$ cat config.mk
export PLATFORM = sky130hd
export DESIGN_NAME = ssd_scan_driver
export DESIGN_NICKNAME = d
export VERILOG_FILES = /design/src/rtl/lock_pkg.sv /design/src/rtl/sym2seg.sv /design/src/rtl/ssd_scan_driver.sv
export SDC_FILE = /design/constraint.sdc
export NUM_CORES = 1
export LEC_CHECK = 0
export CORE_AREA = 2 2 80 82
export CTS_CLUSTER_DIAMETER = 200
export DETAILED_ROUTE_END_ITERATION = 6
export DIE_AREA = 0 0 82 84
export PLACE_DENSITY_LB_ADDON = 0.15
export SLEW_MARGIN = 15
export SYNTH_ARGS = -nofsm -noshare
export SYNTH_HDL_FRONTEND = slang
export SYNTH_SLANG_ARGS = --single-unit
$ cat constraint.sdc
create_clock -name clk -period 3.8 [get_ports clk]
set_input_delay 0.95 -clock clk [delete_from_list [all_inputs] [get_ports clk]]
set_output_delay 0.95 -clock clk [all_outputs]
set_load 0.01 [all_outputs]
$ cat src/rtl/lock_pkg.sv
// Symbol codes shared by the lock FSM and the seven-segment scan driver,
// plus the active-low segment pattern for a dark digit.
package lock_pkg;

  typedef logic [4:0] sym_t;

  localparam sym_t SYM_0     = 5'd0;
  localparam sym_t SYM_1     = 5'd1;
  localparam sym_t SYM_2     = 5'd2;
  localparam sym_t SYM_3     = 5'd3;
  localparam sym_t SYM_4     = 5'd4;
  localparam sym_t SYM_5     = 5'd5;
  localparam sym_t SYM_6     = 5'd6;
  localparam sym_t SYM_7     = 5'd7;
  localparam sym_t SYM_8     = 5'd8;
  localparam sym_t SYM_9     = 5'd9;
  localparam sym_t SYM_A     = 5'd10;
  localparam sym_t SYM_B     = 5'd11;
  localparam sym_t SYM_C     = 5'd12;
  localparam sym_t SYM_D     = 5'd13;
  localparam sym_t SYM_E     = 5'd14;
  localparam sym_t SYM_F     = 5'd15;
  localparam sym_t SYM_L     = 5'd16;
  localparam sym_t SYM_S     = 5'd17;
  localparam sym_t SYM_O     = 5'd18;
  localparam sym_t SYM_P     = 5'd19;
  localparam sym_t SYM_N     = 5'd20;
  localparam sym_t SYM_TIRE  = 5'd21;
  localparam sym_t SYM_BLANK = 5'd22;
  localparam sym_t SYM_V     = 5'd23;

  // Segment order {g,f,e,d,c,b,a}, active-low.
  localparam logic [6:0] SEG_BLANK = 7'h7F;

endpackage

$ cat src/rtl/sym2seg.sv
// Combinational 5-bit symbol code to active-low {g,f,e,d,c,b,a} segment decode.
// Codes 24..31 and the explicit blank code render dark.
module sym2seg
  import lock_pkg::*;
(
  input  logic [4:0] i_sym,
  output logic [6:0] o_seg
);

  always_comb begin
    o_seg = SEG_BLANK;
    case (i_sym)
      SYM_0:    o_seg = 7'b1000000;
      SYM_1:    o_seg = 7'b1111001;
      SYM_2:    o_seg = 7'b0100100;
      SYM_3:    o_seg = 7'b0110000;
      SYM_4:    o_seg = 7'b0011001;
      SYM_5:    o_seg = 7'b0010010;
      SYM_6:    o_seg = 7'b0000010;
      SYM_7:    o_seg = 7'b1111000;
      SYM_8:    o_seg = 7'b0000000;
      SYM_9:    o_seg = 7'b0010000;
      SYM_A:    o_seg = 7'b0001000;
      SYM_B:    o_seg = 7'b0000011;
      SYM_C:    o_seg = 7'b1000110;
      SYM_D:    o_seg = 7'b0100001;
      SYM_E:    o_seg = 7'b0000110;
      SYM_F:    o_seg = 7'b0001110;
      SYM_L:    o_seg = 7'b1000111;
      SYM_S:    o_seg = 7'b0010010;
      SYM_O:    o_seg = 7'b1000000;
      SYM_P:    o_seg = 7'b0001100;
      SYM_N:    o_seg = 7'b0101011;
      SYM_TIRE: o_seg = 7'b0111111;
      SYM_V:    o_seg = 7'b1000001;
      default:  o_seg = SEG_BLANK;
    endcase
  end

endmodule

$ cat src/rtl/ssd_scan_driver.sv
// Four-digit multiplexed seven-segment driver: one guard cycle per dwell, frame-atomic ssd snapshot,
// registered an/seg (1 cycle latency). Optional blinking when SSD_SCAN_DRIVER_BLINK_EN is defined.
module ssd_scan_driver
  import lock_pkg::*;
#(
  parameter int DWELL      = 50000,
  parameter int BLINK_HALF = 25000000
) (
  input  logic        clk,
  input  logic        rst,
  input  logic [19:0] ssd,
  input  logic [3:0]  blink_mask,
  output logic [3:0]  an,
  output logic [6:0]  seg
);

  localparam int DW_W = $clog2(DWELL);

  logic [DW_W-1:0] r_dcnt;
  logic [1:0]      r_idx;
  logic [19:0]     r_sh_ssd;
  logic            w_dwrap;
  logic            w_snap;
  logic            w_vis;
  logic [4:0]      w_sym;
  logic [6:0]      w_seg;

  assign w_dwrap = (r_dcnt == DW_W'(DWELL - 1));
  assign w_snap  = w_dwrap && (r_idx == 2'd0);

  always_ff @(posedge clk or posedge rst) begin
    if (rst) begin
      r_dcnt   <= '0;
      r_idx    <= 2'd3;
      r_sh_ssd <= {4{SYM_BLANK}};
    end else begin
      r_dcnt <= w_dwrap ? '0 : r_dcnt + DW_W'(1);
      if (w_dwrap) r_idx <= r_idx - 2'd1;
      // Snapshot only at the 0->3 wrap so a frame never mixes two ssd values.
      if (w_snap) r_sh_ssd <= ssd;
    end
  end

  always_comb begin
    w_sym = r_sh_ssd[4:0];
    case (r_idx)
      2'd3:    w_sym = r_sh_ssd[19:15];
      2'd2:    w_sym = r_sh_ssd[14:10];
      2'd1:    w_sym = r_sh_ssd[9:5];
      default: w_sym = r_sh_ssd[4:0];
    endcase
  end

  sym2seg u_sym2seg (
    .i_sym (w_sym),
    .o_seg (w_seg)
  );

`ifdef SSD_SCAN_DRIVER_BLINK_EN
  localparam int BW_W = (BLINK_HALF > 1) ? $clog2(BLINK_HALF) : 1;

  logic [BW_W-1:0] r_bcnt;
  logic            r_phase;
  logic [3:0]      r_sh_mask;
  logic            w_bwrap;

  assign w_bwrap = (r_bcnt == BW_W'(BLINK_HALF - 1));

  // Free-running blink timebase, independent of the scan and of ssd.
  always_ff @(posedge clk or posedge rst) begin
    if (rst) begin
      r_bcnt    <= '0;
      r_phase   <= 1'b1;
      r_sh_mask <= '0;
    end else begin
      r_bcnt <= w_bwrap ? '0 : r_bcnt + BW_W'(1);
      if (w_bwrap) r_phase <= ~r_phase;
      if (w_snap) r_sh_mask <= blink_mask;
    end
  end

  assign w_vis = r_phase || !r_sh_mask[r_idx];
`else
  localparam int unused_blink_half = BLINK_HALF;
  logic w_unused_mask;

  assign w_unused_mask = ^blink_mask;
  assign w_vis         = 1'b1;
`endif

  always_ff @(posedge clk or posedge rst) begin
    if (rst) begin
      an  <= 4'b1111;
      seg <= SEG_BLANK;
    end else if ((r_dcnt == '0) || !w_vis) begin
      an  <= 4'b1111;
      seg <= SEG_BLANK;
    end else begin
      an  <= ~(4'b0001 << r_idx);
      seg <= w_seg;
    end
  end

endmodule

==> results of run 1 <==
## metal layers
layer	vias to the layer above	part of all wire	GRT usage
met3	6	0.043	0.0303
met2	45	0.47	0.224
met5	-	0	0
met1	868	0.47	0.215
li1	849	-	-
met4	0	0.017	0.0545
## critical path: cells and delay by family (launching register included)
kind / cells / cell delay (ns)
fa+ha+maj: 2 / 0.73
mux: 2 / 0.89
buf+inv: 2 / 0.31
compound gates: 2 / 0.38
flops: 1 / 0.39
## cell families after synthesis
kind of cell | count (synthesis) | synth area share
flip-flops | 49 | 0.481
AND/OR/NAND/NOR | 67 | 0.125
multiplexers | 34 | 0.172
buffers and inverters | 19 | 0.0344
adder cells (fa/ha/maj) | 13 | 0.0622
XOR/XNOR | 16 | 0.0536
AO/OA/AOI/OAI | 25 | 0.0713
## report_power, final
part / internal [uW] / switching (uW)
Clock: 188 / 171
Sequential: 551 / 8.32
Combinational: 66.2 / 49.9
## final cells by class
| cell class | count | area share |
|---|---|---|
| clock buffers | 7 | 0.0344 |
| clock inverters | 1 | 0.00240 |
| inverters | 14 | 0.0168 |
| multi-input cells | 155 | 0.406 |
| flip-flops and latches | 49 | 0.402 |
| well taps | 77 | 0.0308 |
| repair buffers | 34 | 0.107 |
## cell usage in the layout, fill, tap and decap left out, types with 6 or more instances in the layout
master,netlist,final
a21oi_1,6,6
clkbuf_8,0,6
clkdlybuf4s50_1,0,32
dfrtp_1,24,24
dfstp_2,25,25
ha_1,13,13
inv_1,14,13
mux2_4,20,20
mux2i_1,8,8
nand2_1,21,21
nand3_1,9,9
nor2_1,19,19
xnor2_1,9,9
xor2_1,7,7
## per-stage QoR
step | setup WS [ns] | power (uW)
2_1_floorplan | 1.38 | 633
3_3_place_gp | 1.01 | 685
3_5_place_dp | 1.05 | 685
4_1_cts | 1.01 | 1050
5_1_grt | 0.803 | 1090
6_report | 0.997 | 1030
## state kept, by name, summed over array words and instances (netlist names)
| signal | count |
|---|---|
| r_idx | 2 |
| seg | 7 |
| r_sh_ssd | 20 |
| an | 4 |
| r_dcnt | 16 |
## final timing paths
check	startpoint	end	slack, ns	depth (start not counted)
setup / recovery	r_idx[0]	seg[3]	1.0	8
hold / removal	r_dcnt[11]	r_dcnt[11]	0.49	1
setup reg to reg	r_idx[0]	seg[3]	1.0	8
hold reg to reg	r_dcnt[11]	r_dcnt[11]	0.49	1
max in group asynchronous	rst	r_sh_ssd[13]	2.01	2
min in group asynchronous	rst	r_dcnt[10]	1.18	2
==> impl_metrics.csv, run 1 <==
group,metric,value,unit
run_status,status,"completed",
clock_network,clk_latency,0.29,ns
synth,ys_warn_count,0,
finish,multi_input_area,1270,um2
clock_network,cts_max_level,2,
floorplan,placeableCoreArea,6100,um2
critical_path,arrival,3.01,ns
grt,grt_pass1_vias,1676,
synth,synth.most_common_cell,"dfstp_2",
sta,fin_crit,2.80,ns
detailed_routing,wirelength,4770,um
clock_network,cts_tree,"built",
placement,gp_congestion,0.816,
clock_network,root_buffer,"clkbuf_8",
sta,worst_pin_slew,0.965,ns
synth,syn_nets,262,
synth,async_flop_share,1.00,
placement,dp.cells,329,
critical_path,critical_path.max_stage_delay,0.60,ns
sta,relSlewSlack,0.356,
synth,synth_area_per_cell,11.7,um2
finish,fin_util,0.513,
sta,tns,0,ns
detailed_routing,drtIter0Drc,92,
floorplan,die_w,82,um
synth,synth.area.top_cells,"dfstp_2 (25%), dfrtp_1 (23%), mux2_4 (11%), ha_1 (6.2%), mux2i_1 (3.1%)",
synth,synth_top_area_share,0.251,
synth,syn_inst,223,
sta,max_freq,0.357,GHz
synth,synth_top_area_cell,"dfstp_2",
pwr,p_leak,0.00143,uW
critical_path,path_max_fanout,12,
clock_network,cts.path.max_buffers,2,
detailed_routing,wl_per_cell,14.2,um
synth,ys_seq_elements,49,
floorplan,fp.dieH,84,um
finish,final_cells,337,
finish,regArea,1260,um2
sta,fin_worst_skew,0.00644,ns
clock_network,postCtsHoldBufs,0,
floorplan,dieArea,6890,um2
synth,synth.distinct_cells,40,
finish,fin_area,3120,um2
placement,dp_hpwl,3390,um
synth,synth_edf_count,0,
sta,hold_viol,0,
clock_network,clock-sinks,49,
grt,grt_antenna_before_repair,0,
grt,grt_overflow,0,
clock_network,postCtsSetupRepairBufs,0,
detailed_routing,drcViolationCount,0,
floorplan,start_util,0.429,
grt,grt_first_pass_wirelength,8020,um
sta,finalSetupViolations,0,
placement,port_buffers,32,
critical_path,critPathLaunchType,"register",
finish,final_nets,298,
synth,synth-main-ff-cell,"dfstp_2",
flow_run,max_cap_viol_count,0,
grt,grt.total_usage,0.150,
critical_path,worstSetupPathType,"reg -> reg",
finish,fill_cells,540,
synth,yosysSeqAreaShare,0.481,
critical_path,endpoint_kind,"register",
detailed_routing,via_per_inst,5.25,
sta,min_period_over_period,0.738,
clock_network,clk_pin_slew,0.09,ns
placement,place_area,3010,um2
detailed_routing,vias,1768,
min_path,min_path_type,"reg -> reg",
critical_path,crit_path_cell_trace,"inv_1 -> ha_1 -> mux2i_1 -> inv_1 -> ha_1 -> mux2_1 -> o32ai_1 -> o21ai_1",
detailed_routing,antenna_left,0,
sta,hold_ws,0.494,ns
pwr,ir_drop,0.240,mV
finish,drive_above_1_share,0.242,
synth,synthesis.area,2620,um2
synth,ys_top_cells_by_count,"dfstp_2 (25), dfrtp_1 (24), nand2_1 (21)",
sta,rsz0062_at_grt,"no",
clock_network,cts_resized,0,
finish,antenna_cells,0,
finish,area_growth,19.5,%
sta,maxSlewViolCount,0,
floorplan,std_cell_rows,29,
grt,grt_max_degree,50,
critical_path,crit_slowest_cell,"mux2i_1",
floorplan,top_level_ports,37,
detailed_routing,dr.pass1.iters,4,
clock_network,numCtsBuffers,5,
critical_path,crit_required,4.00,ns
pwr,power_density,331,nW/um2
(Power assumes the default switching activity.)
==> run 2, diff against run 1 <==
==> constraint.sdc (replaced) <==
create_clock -name clk -period 2.5 [get_ports clk]
set_input_delay 0.625 -clock clk [delete_from_list [all_inputs] [get_ports clk]]
set_output_delay 0.625 -clock clk [all_outputs]
set_load 0.01 [all_outputs]
==> run 2 against run 1 <==
Effect of this change:
- maximum frequency is 19% higher
- wire length is 5.3% higher
- non-clock buffer count is 18 higher
- core utilization is 2.6 points higher
- clock skew is 0.0028 ns lower
- sequential cell count stayed put
- global-route usage is 0.97 points higher
- die area stayed put
- sequential share of layout area is 2.0 points lower
- critical path depth is 2 higher
- hold slack better by 0.013 ns
- setup slack worse by 0.85 ns
- critical path type unchanged
- largest power group unchanged
==> impl_metrics.csv, run 2 (same netlist as run 1, synthesis figures left out) <==
group,metric,value,unit
run_status,status,"completed",
grt,grt_use_met3,0.0357,
detailed_routing,wirelength,5020,um
finish,final_common_cell,"clkdlybuf4s50_1",
sta,relSlewSlack,0.664,
placement,dp_hpwl,3610,um
floorplan,placeableCoreArea,6100,um2
sta,tns,0,ns
grt,grt_pass1_vias,1780,
critical_path,arrival,2.56,ns
finish,regMostFlops,"r_sh_ssd",
detailed_routing,antenna_left,0,
grt,grt_overflow,0,
clock_network,numCtsBuffers,5,
finish,fin_util,0.539,
finish,fin_area,3280,um2
sta,min_period_over_period,0.940,
clock_network,clk_pin_slew,0.09,ns
critical_path,path_max_fanout,5,
critical_path,critPathLaunchType,"register",
grt,grt_first_pass_wirelength,8470,um
sta,worst_pin_slew,0.503,ns
detailed_routing,wl_per_cell,14.1,um
finish,final_nets,316,
min_path,min_path_type,"reg -> reg",
grt,grt_antenna_before_repair,0,
floorplan,dieArea,6890,um2
grt,met1_usage,0.217,
finish,final_cell_mix,"clkdlybuf4s50_1 (32), dfstp_2 (25), dfrtp_1 (24)",
floorplan,die_w,82,um
critical_path,worstSetupPathType,"reg -> reg",
finish,reg_top3,"r_sh_ssd: 20 flops, r_dcnt: 16 flops, seg: 7 flops",
grt,grt_max_degree,22,
sta,maxSlewViolCount,0,
sta,hold_viol,0,
placement,place_area,3110,um2
critical_path,r2r_start,"r_idx[0]",
clock_network,cts_tree,"built",
critical_path,crit_start,"r_idx[0]",
critical_path,endpoint_kind,"register",
detailed_routing,via_per_inst,5.06,
detailed_routing,drtIter0Drc,83,
sta,finalSetupViolations,0,
clock_network,clock-sinks,49,
clock_network,cts.path.max_buffers,2,
pwr,p_leak,0.00152,uW
placement,port_buffers,32,
pwr,ir_drop,0.223,mV
grt,grt.total_usage,0.160,
sta,max_freq,0.425,GHz
finish,drive_above_1_share,0.309,
floorplan,fp.dieH,84,um
flow_run,max_cap_viol_count,0,
sta,fin_worst_skew,0.00361,ns
detailed_routing,dr.pass1.iters,4,
grt,grt-busiest-layer,"met2",
critical_path,crit_required,2.71,ns
grt,met2_usage,0.248,
sta,fin_crit,2.35,ns
detailed_routing,vias,1797,
clock_network,cts_max_level,2,
detailed_routing,drcViolationCount,0,
floorplan,top_level_ports,37,
finish,largest_register_ffs,20,
finish,antenna_cells,0,
clock_network,root_buffer,"clkbuf_8",
floorplan,start_util,0.429,
finish,area_growth,25.6,%
min_path,hp-start,"r_dcnt[11]",
floorplan,std_cell_rows,29,
placement,gp_congestion,0.771,
clock_network,clk_latency,0.30,ns
pwr,power_density,485,nW/um2
run 2: what timing repair did:
item	in CTS	in global routing
hold buffers	0	0
resized for setup	1	7
setup endpoints to repair	1	6
setup buffers	0	4
hold endpoints to repair	0	0
pin swaps	0	3
run 2: where the power goes:
part	internal (uW)	total [uW]	switching (uW)
clock	285	550	265
sequential	837	850	13.0
combinational	113	193	79.9
run 2: path summary, 6_finish.rpt:
path                                   end  slack [ns]  cells past startpoint
min in group asynchronous       r_dcnt[11]        0.64                      2
worst max-delay path                seg[3]        0.15                     10
worst min-delay path            r_dcnt[11]        0.51                      1
worst min register to register  r_dcnt[11]        0.51                      1
max in group asynchronous            an[2]        1.23                      3
worst max register to register      seg[3]        0.15                     10
run 2: critical path, stage by stage, from the launching register on:
cell,delay (ns)
dfstp_2,0.54
inv_1,0.06
ha_1,0.21
buf_4,0.15
a22oi_1,0.13
nand2_1,0.09
mux2_4,0.31
ha_1,0.21
mux2_2,0.28
o32ai_2,0.20
o21ai_1,0.08
run 2: stage by stage:
step	power, uW	instances	setup WS [ns]	hold WS [ns]
final	1590	355	0.149	0.507
after floorplan	963	223	0.0849	0.457
after global placement	1050	343	0.0423	0.484
after detailed placement	1050	343	0.0179	0.486
after CTS	1610	351	0.00798	0.505
after global routing	1670	355	-0.00327	0.511
run 2: cell type report:
cell class	count	area, um2
fillers	546	2810
multi-input cells	155	1290
flip-flops and latches	49	1260
repair buffers	52	470
clock buffers	7	108
well taps	77	96.3
inverters	14	52.6
clock inverters	1	7.51
run 2: per-layer routing:
metal	wire length (um)	part of all wire
met3	156	0.031
met2	2390	0.48
met4	73	0.015
met1	2400	0.48
met5	0	0
